$ cat config.mk
export PLATFORM = sky130hd
export DESIGN_NAME = sitcpxg_tx_arbiter_flat
export DESIGN_NICKNAME = d
export VERILOG_FILES = /design/src/rtl/sitcpxg_tx_arbiter_if.sv /design/src/rtl/sitcpxg_tx_arbiter.sv /design/src/flat_wrapper.sv
export SDC_FILE = /design/constraint.sdc
export NUM_CORES = 1
export LEC_CHECK = 0
export BUFFER_PORTS_ARGS = -buffer_cell sky130_fd_sc_hd__buf_4
export CAP_MARGIN = 25
export CORE_AREA = 2 2 190 192
export CTS_CLUSTER_DIAMETER = 100
export DETAILED_ROUTE_END_ITERATION = 7
export DIE_AREA = 0 0 192 194
export SLEW_MARGIN = 15
export SYNTH_ARGS = -nofsm -noshare
export SYNTH_HDL_FRONTEND = slang
export SYNTH_SLANG_ARGS = --single-unit
$ cat constraint.sdc
create_clock -name CLK156M -period 3.8 [get_ports CLK156M]
set_input_delay 0 -clock CLK156M [delete_from_list [all_inputs] [get_ports CLK156M]]
set_output_delay 0 -clock CLK156M [all_outputs]
set_load 0.02 [all_outputs]
$ cat src/rtl/sitcpxg_tx_arbiter_if.sv
// Bundle of the requester-side and core-side signals of the SiTCPXG TX arbiter.
// The slave modport is the arbiter's view, the master modport is the user/core side.
interface sitcpxg_tx_arbiter_if #(
    parameter int N_REQ = 4
);
    logic                SiTCPXG_ESTABLISHED;
    logic                SiTCPXG_TX_AFULL;
    logic [N_REQ-1:0]    REQ;
    logic [N_REQ-1:0]    GNT;
    logic [64*N_REQ-1:0] REQ_TX_D;
    logic [4*N_REQ-1:0]  REQ_TX_B;
    logic [63:0]         SiTCPXG_TX_D;
    logic [3:0]          SiTCPXG_TX_B;
    logic [32*N_REQ-1:0] BYTE_CNT;
    logic                LEN_ERR;

    modport slave (
        input  SiTCPXG_ESTABLISHED, SiTCPXG_TX_AFULL, REQ, REQ_TX_D, REQ_TX_B,
        output GNT, SiTCPXG_TX_D, SiTCPXG_TX_B, BYTE_CNT, LEN_ERR
    );

    modport master (
        output SiTCPXG_ESTABLISHED, SiTCPXG_TX_AFULL, REQ, REQ_TX_D, REQ_TX_B,
        input  GNT, SiTCPXG_TX_D, SiTCPXG_TX_B, BYTE_CNT, LEN_ERR
    );
endinterface

$ cat src/rtl/sitcpxg_tx_arbiter.sv
// Round-robin arbiter sharing the SiTCPXG TX stream between N_REQ sources,
// with a per-grant byte quantum and AFULL / session gating of the grant.
module sitcpxg_tx_arbiter #(
    parameter int N_REQ   = 4,
    parameter int QUANTUM = 16384
) (
    input  logic                 CLK156M,
    input  logic                 RSTs,
    sitcpxg_tx_arbiter_if.slave  bus
);
    localparam int PTR_W = (N_REQ > 2) ? 2 : 1;

    typedef enum logic [1:0] {IDLE, GRANT, GAP} state_t;

    state_t             state_q, state_d;
    logic [PTR_W-1:0]   cur_q, cur_d;
    logic [PTR_W-1:0]   rr_ptr_q, rr_ptr_d;
    logic [17:0]        qcnt_q, qcnt_d;
    logic [N_REQ-1:0]   gnt_q, gnt_d;
    logic               est_q, afull_q;
    logic [63:0]        tx_d_q;
    logic [3:0]         tx_b_q;
    logic [31:0]        byte_cnt_q [N_REQ];
    logic               len_err_q;

    logic [63:0]        req_d [N_REQ];
    logic [3:0]         req_b [N_REQ];
    logic [PTR_W-1:0]   rr_idx [N_REQ];
    logic [3:0]         cur_b;
    logic [18:0]        qsum;
    logic [PTR_W-1:0]   next_ptr;
    logic [PTR_W-1:0]   pick_idx;
    logic               pick_found;
    logic               accept;
    logic               bad_len;
    logic               est_rise;

    // Unpack the flat requester buses; rr_idx[i] is the i-th candidate in round-robin order.
    generate
        for (genvar gi = 0; gi < N_REQ; gi++) begin : g_req
            assign req_d[gi]  = bus.REQ_TX_D[64*gi +: 64];
            assign req_b[gi]  = bus.REQ_TX_B[4*gi +: 4];
            assign rr_idx[gi] = PTR_W'((int'(rr_ptr_q) + gi) % N_REQ);
            assign bus.BYTE_CNT[32*gi +: 32] = byte_cnt_q[gi];
        end
    endgenerate

    assign cur_b    = req_b[cur_q];
    assign accept   = gnt_q[cur_q] && (cur_b != 4'd0) && (cur_b <= 4'd8);
    assign bad_len  = gnt_q[cur_q] && (cur_b > 4'd8);
    assign qsum     = {1'b0, qcnt_q} + 19'(cur_b);
    assign next_ptr = (cur_q == PTR_W'(N_REQ - 1)) ? '0 : cur_q + 1'b1;
    assign est_rise = bus.SiTCPXG_ESTABLISHED && !est_q;

    always_comb begin
        pick_found = 1'b0;
        pick_idx   = '0;
        for (int i = 0; i < N_REQ; i++) begin
            if (!pick_found && bus.REQ[rr_idx[i]]) begin
                pick_found = 1'b1;
                pick_idx   = rr_idx[i];
            end
        end
    end

    always_comb begin
        state_d  = state_q;
        cur_d    = cur_q;
        qcnt_d   = qcnt_q;
        rr_ptr_d = rr_ptr_q;
        gnt_d    = '0;
        if (!est_q) begin
            state_d = IDLE;
            qcnt_d  = '0;
        end else begin
            case (state_q)
                IDLE: begin
                    if (pick_found) begin
                        state_d = GRANT;
                        cur_d   = pick_idx;
                        qcnt_d  = '0;
                    end
                end
                GRANT: begin
                    if (accept) begin
                        qcnt_d = qsum[17:0];
                    end
                    // The word that crosses the quantum is still forwarded; rotation follows it.
                    if (!bus.REQ[cur_q] || (accept && (qsum >= 19'(QUANTUM)))) begin
                        state_d  = GAP;
                        rr_ptr_d = next_ptr;
                    end
                end
                GAP:     state_d = IDLE;
                default: state_d = IDLE;
            endcase
        end
        if ((state_d == GRANT) && !afull_q && est_q) begin
            gnt_d[cur_d] = 1'b1;
        end
    end

    always_ff @(posedge CLK156M) begin
        if (RSTs) begin
            state_q   <= IDLE;
            cur_q     <= '0;
            rr_ptr_q  <= '0;
            qcnt_q    <= '0;
            gnt_q     <= '0;
            est_q     <= 1'b0;
            afull_q   <= 1'b0;
            tx_d_q    <= '0;
            tx_b_q    <= '0;
            len_err_q <= 1'b0;
            for (int i = 0; i < N_REQ; i++) begin
                byte_cnt_q[i] <= '0;
            end
        end else begin
            state_q  <= state_d;
            cur_q    <= cur_d;
            rr_ptr_q <= rr_ptr_d;
            qcnt_q   <= qcnt_d;
            gnt_q    <= gnt_d;
            est_q    <= bus.SiTCPXG_ESTABLISHED;
            afull_q  <= bus.SiTCPXG_TX_AFULL;
            if (accept) begin
                tx_d_q <= req_d[cur_q];
                tx_b_q <= cur_b;
            end else begin
                tx_b_q <= '0;
            end
            if (bad_len) begin
                len_err_q <= 1'b1;
            end
            // Counters restart with every new session.
            for (int i = 0; i < N_REQ; i++) begin
                if (est_rise) begin
                    byte_cnt_q[i] <= '0;
                end else if (accept && (cur_q == PTR_W'(i))) begin
                    byte_cnt_q[i] <= byte_cnt_q[i] + 32'(cur_b);
                end
            end
        end
    end

    assign bus.GNT          = gnt_q;
    assign bus.SiTCPXG_TX_D = tx_d_q;
    assign bus.SiTCPXG_TX_B = tx_b_q;
    assign bus.LEN_ERR      = len_err_q;

endmodule

$ cat src/flat_wrapper.sv
// flat-port wrapper written by rule: the top's interface ports become plain ports
module sitcpxg_tx_arbiter_flat 
#(
    parameter int N_REQ   = 4,
    parameter int QUANTUM = 16384
)
  (CLK156M, RSTs, bus_SiTCPXG_ESTABLISHED, bus_SiTCPXG_TX_AFULL, bus_REQ, bus_REQ_TX_D, bus_REQ_TX_B, bus_GNT, bus_SiTCPXG_TX_D, bus_SiTCPXG_TX_B, bus_BYTE_CNT, bus_LEN_ERR);
  sitcpxg_tx_arbiter_if #(.N_REQ(N_REQ)) bus_i ();
  input  logic CLK156M;
  input  logic RSTs;
  input wire logic [$bits(bus_i.SiTCPXG_ESTABLISHED)-1:0] bus_SiTCPXG_ESTABLISHED;
  input wire logic [$bits(bus_i.SiTCPXG_TX_AFULL)-1:0] bus_SiTCPXG_TX_AFULL;
  input wire logic [$bits(bus_i.REQ)-1:0] bus_REQ;
  input wire logic [$bits(bus_i.REQ_TX_D)-1:0] bus_REQ_TX_D;
  input wire logic [$bits(bus_i.REQ_TX_B)-1:0] bus_REQ_TX_B;
  output wire logic [$bits(bus_i.GNT)-1:0] bus_GNT;
  output wire logic [$bits(bus_i.SiTCPXG_TX_D)-1:0] bus_SiTCPXG_TX_D;
  output wire logic [$bits(bus_i.SiTCPXG_TX_B)-1:0] bus_SiTCPXG_TX_B;
  output wire logic [$bits(bus_i.BYTE_CNT)-1:0] bus_BYTE_CNT;
  output wire logic [$bits(bus_i.LEN_ERR)-1:0] bus_LEN_ERR;
  assign bus_i.SiTCPXG_ESTABLISHED = bus_SiTCPXG_ESTABLISHED;
  assign bus_i.SiTCPXG_TX_AFULL = bus_SiTCPXG_TX_AFULL;
  assign bus_i.REQ = bus_REQ;
  assign bus_i.REQ_TX_D = bus_REQ_TX_D;
  assign bus_i.REQ_TX_B = bus_REQ_TX_B;
  assign bus_GNT = bus_i.GNT;
  assign bus_SiTCPXG_TX_D = bus_i.SiTCPXG_TX_D;
  assign bus_SiTCPXG_TX_B = bus_i.SiTCPXG_TX_B;
  assign bus_BYTE_CNT = bus_i.BYTE_CNT;
  assign bus_LEN_ERR = bus_i.LEN_ERR;
  sitcpxg_tx_arbiter #(.N_REQ(N_REQ), .QUANTUM(QUANTUM)) u_core (.CLK156M(CLK156M), .RSTs(RSTs), .bus(bus_i));
endmodule
==> run metrics <==
total detailed-routing wirelength=between 40 and 50 mm; initial antenna violation count=10; pre-CTS setup slack=between 0.5 and 0.6 ns; total iterations of the first detailed-routing run=7; Placer Congestion=between 0.9 and 1; Seq cells post-synth=227; Crit Path Max Fanout=9; Final setup viols=0; PortBufs=480; Async SR Flop Fraction=0%; Worst Path Buf+Inv=0; CTS H-tree depth=1; Post-synth EDFFs=about 130; layout overhead on the synthesized area=49.1%; DIE AREA=37200 um^2; worst min path class=in2reg; Worst path max stage delay=~0.66 ns; Top delay family on crit path=multiplexers; Tot GR Track Use=between 20% and 30%; hpwl dp=between 30 and 40 mm; CTS Sinks=~230; crit path capture=u_core.rr_ptr_q[0]; Crit. End Element=flop; crit path kind=reg2reg; Worst-Margin Slew=between 1 and 1.5 ns; setup bufs post-CTS=0; Pleak=7.44 nW; # rows=between 60 and 70; vias in the first global route=12200; # IOs=481; gr ovfl total=0; Starting Density=36.6%; Clock Skew=0.0157 ns; Die Y=just under 200 um; fin cells=about 2300; share of layout cells above drive strength 1=around 34%; sequential fraction of the synthesis area=45.2%; CP max stage cell=mux4_2; CTS Hold Bufs=roughly 130; initial DRC count=~800; worst-path cell chain=mux4_2, ha_1, fa_1, a211oi_1, nor2_1, nand4_1, nand2_1, a2111oi_4, mux2_4; Fmax=about 300 MHz; first-pass GRT wire length=roughly 72 mm; Final Net Count=2160; Remaining DRCs=0; Startpoint Class=flop; Syn. warnings=0; CORE AREA=roughly 35000 um^2; min Tclk post-route=about 3.3 ns; Synth Area per Inst=roughly 10 um^2; synthesized instance count=1262; Clock Tree Root=clkbuf_16; WP data arrival=between 3 and 4 ns; worst skew pair latency=~0.55 ns; Antenna Nets Post-Route=0; FF-to-FF End=u_core.rr_ptr_q[0]; final worst-path cycle share=85.5%; CP required=about 4.2 ns; unique cell type count in the Yosys netlist=about 60; Reg clk slew, reported paths=approximately 0.06 ns; Vias=between 10000 and 15000; CTS tree=yes; Die Wd=192 um; fill cell count=3137; RSZ-0062 raised after global routing=false; post-synth net total=about 1600; mapped cell area=12900 um^2; Crit Reg-Reg Startpoint=u_core.cur_q[0]; Pins Over Slew Limit=0; status=finished clean; max_cap viols=0; Placed Instances=about 2200; post-cts resize count=0; most common cell after layout, fill and taps aside=buf_4; Primary FF master, synth=edfxtp_1; P per Cell Area=about 350 nW/um^2; Peak VDD IR=about 0.29 mV; WP depth=9; largest net degree at the start of global routing=79; PnR worst setup slack=0.550 ns; final hold viol count=0; CTS Buf Count=27; Vias/cell=~5.2; total negative slack=0 ns; CP startpoint=u_core.cur_q[0]; most frequent cells in the layout=buf_4 (501), nand2_1 (182), nor2_1 (137); Slew headroom=approximately a third; R2R cell count=9; CTS Buffer Depth=3; reg2reg setup slack=about 0.55 ns; Avg WL per Cell=slightly above 20 um
==> metal layers <==
metal | wire [um] | share of wire, % | GRT usage (%)
met1 | 18900 | 39 | 31.3
met2 | 23800 | 49 | 42.8
met3 | 3930 | 8.1 | 6.26
met4 | 1960 | 4.0 | 9.27
met5 | 41 | 0.084 | 0
==> worst min path at each step <==
stage          cells past startpoint  slack (ns)                     endpoint                    start
3_3_place_gp                       2        0.22               u_core.afull_q     bus_SiTCPXG_TX_AFULL
6_report                           4        0.06  u_core.bus.SiTCPXG_TX_D[30]         bus_REQ_TX_D[30]
5_1_grt                            4        0.03  u_core.bus.SiTCPXG_TX_D[30]         bus_REQ_TX_D[30]
3_5_place_dp                       2        0.25                 u_core.est_q  bus_SiTCPXG_ESTABLISHED
2_1_floorplan                      1        0.13               u_core.afull_q     bus_SiTCPXG_TX_AFULL
4_1_cts                            4        0.02  u_core.bus.SiTCPXG_TX_D[30]         bus_REQ_TX_D[30]
==> cells in the mapped netlist (3+ instances only) <==
master | number | area [um^2]
nor3_1 | 25 | 125
nand3_1 | 40 | 200
nor4_1 | 10 | 62.6
and3_1 | 19 | 119
dfxtp_1 | 99 | 1980
nand4b_1 | 4 | 35.0
a21o_1 | 7 | 52.6
or3_1 | 17 | 106
xor2_1 | 47 | 412
edfxtp_1 | 128 | 3840
mux4_2 | 69 | 1550
nand2b_1 | 9 | 56.3
fa_1 | 5 | 100
ha_1 | 24 | 300
and4_1 | 12 | 105
nand4_1 | 24 | 150
o31ai_1 | 3 | 22.5
clkbuf_1 | 46 | 173
inv_1 | 31 | 116
o211ai_1 | 3 | 22.5
and2_1 | 10 | 62.6
nor2b_1 | 18 | 113
nor4b_1 | 11 | 96.3
xnor2_1 | 63 | 552
nor2_1 | 137 | 514
a21oi_1 | 107 | 536
mux2i_1 | 4 | 40.0
or2_2 | 4 | 25.0
nand2_1 | 182 | 683
buf_1 | 4 | 15.0
buf_2 | 20 | 100
o21a_1 | 6 | 45.0
o21ai_0 | 28 | 140
nor3b_1 | 11 | 82.6
==> power breakdown <==
part | internal (mW) | total, mW | leakage [nW] | switching [mW]
Combinational | 0.609 | 1.13 | 4.79 | 0.521
Clock | 1.65 | 2.75 | 0.450 | 1.10
Sequential | 2.68 | 2.78 | 2.20 | 0.0966
Total | 4.95 | 6.67 | 7.44 | 1.72
==> stage by stage <==
stage	utilization [%]	power (mW)	area, um^2	hold slack (ns)
detailed placement	48.2	3.82	17000	0.245
global route	54.6	6.91	19200	0.0288
global placement	48.1	3.80	17000	0.221
CTS	54.5	6.73	19200	0.0154
floorplan	-	3.30	12900	0.128
finish	54.6	6.67	19200	0.0559
==> state kept, by name, indices dropped and copies added (netlist names) <==
register / count
u_core.state_q: 2
u_core.byte_cnt_q: 128
u_core.afull_q: 1
u_core.qcnt_q: 18
u_core.bus.SiTCPXG_TX_B: 4
u_core.rr_ptr_q: 2
u_core.bus.SiTCPXG_TX_D: 64
u_core.bus.LEN_ERR: 1
u_core.bus.GNT: 4
u_core.est_q: 1
u_core.cur_q: 2
==> cell families after synthesis <==
family / Yosys count / share of synthesized area, %
compound gates: 176 / 8.09
xor+xnor: 110 / 7.47
fa+ha+maj: 29 / 3.11
buf+inv: 104 / 3.34
flops: 227 / 45.2
mux: 76 / 12.7
simple gates: 540 / 20.2
==> worst min-delay path, stage by stage <==
cell and delay, ns:
buf_4 0.07, mux4_2 0.27, nand2_1 0.08, a21oi_1 0.13
==> final cells by class <==
class / count / area (um^2) / share of cell area (%)
antenna: 5 / 12.5 / 0.0651
clock buffer: 36 / 739 / 3.85
clock inverter: 14 / 196 / 1.02
inverter: 31 / 116 / 0.605
multi-input combinational: 931 / 6660 / 34.6
sequential: 227 / 5830 / 30.3
tap: 461 / 577 / 3.00
timing repair buffer: 633 / 5090 / 26.5
No activity file was read; power rests on OpenSTA's default activity.
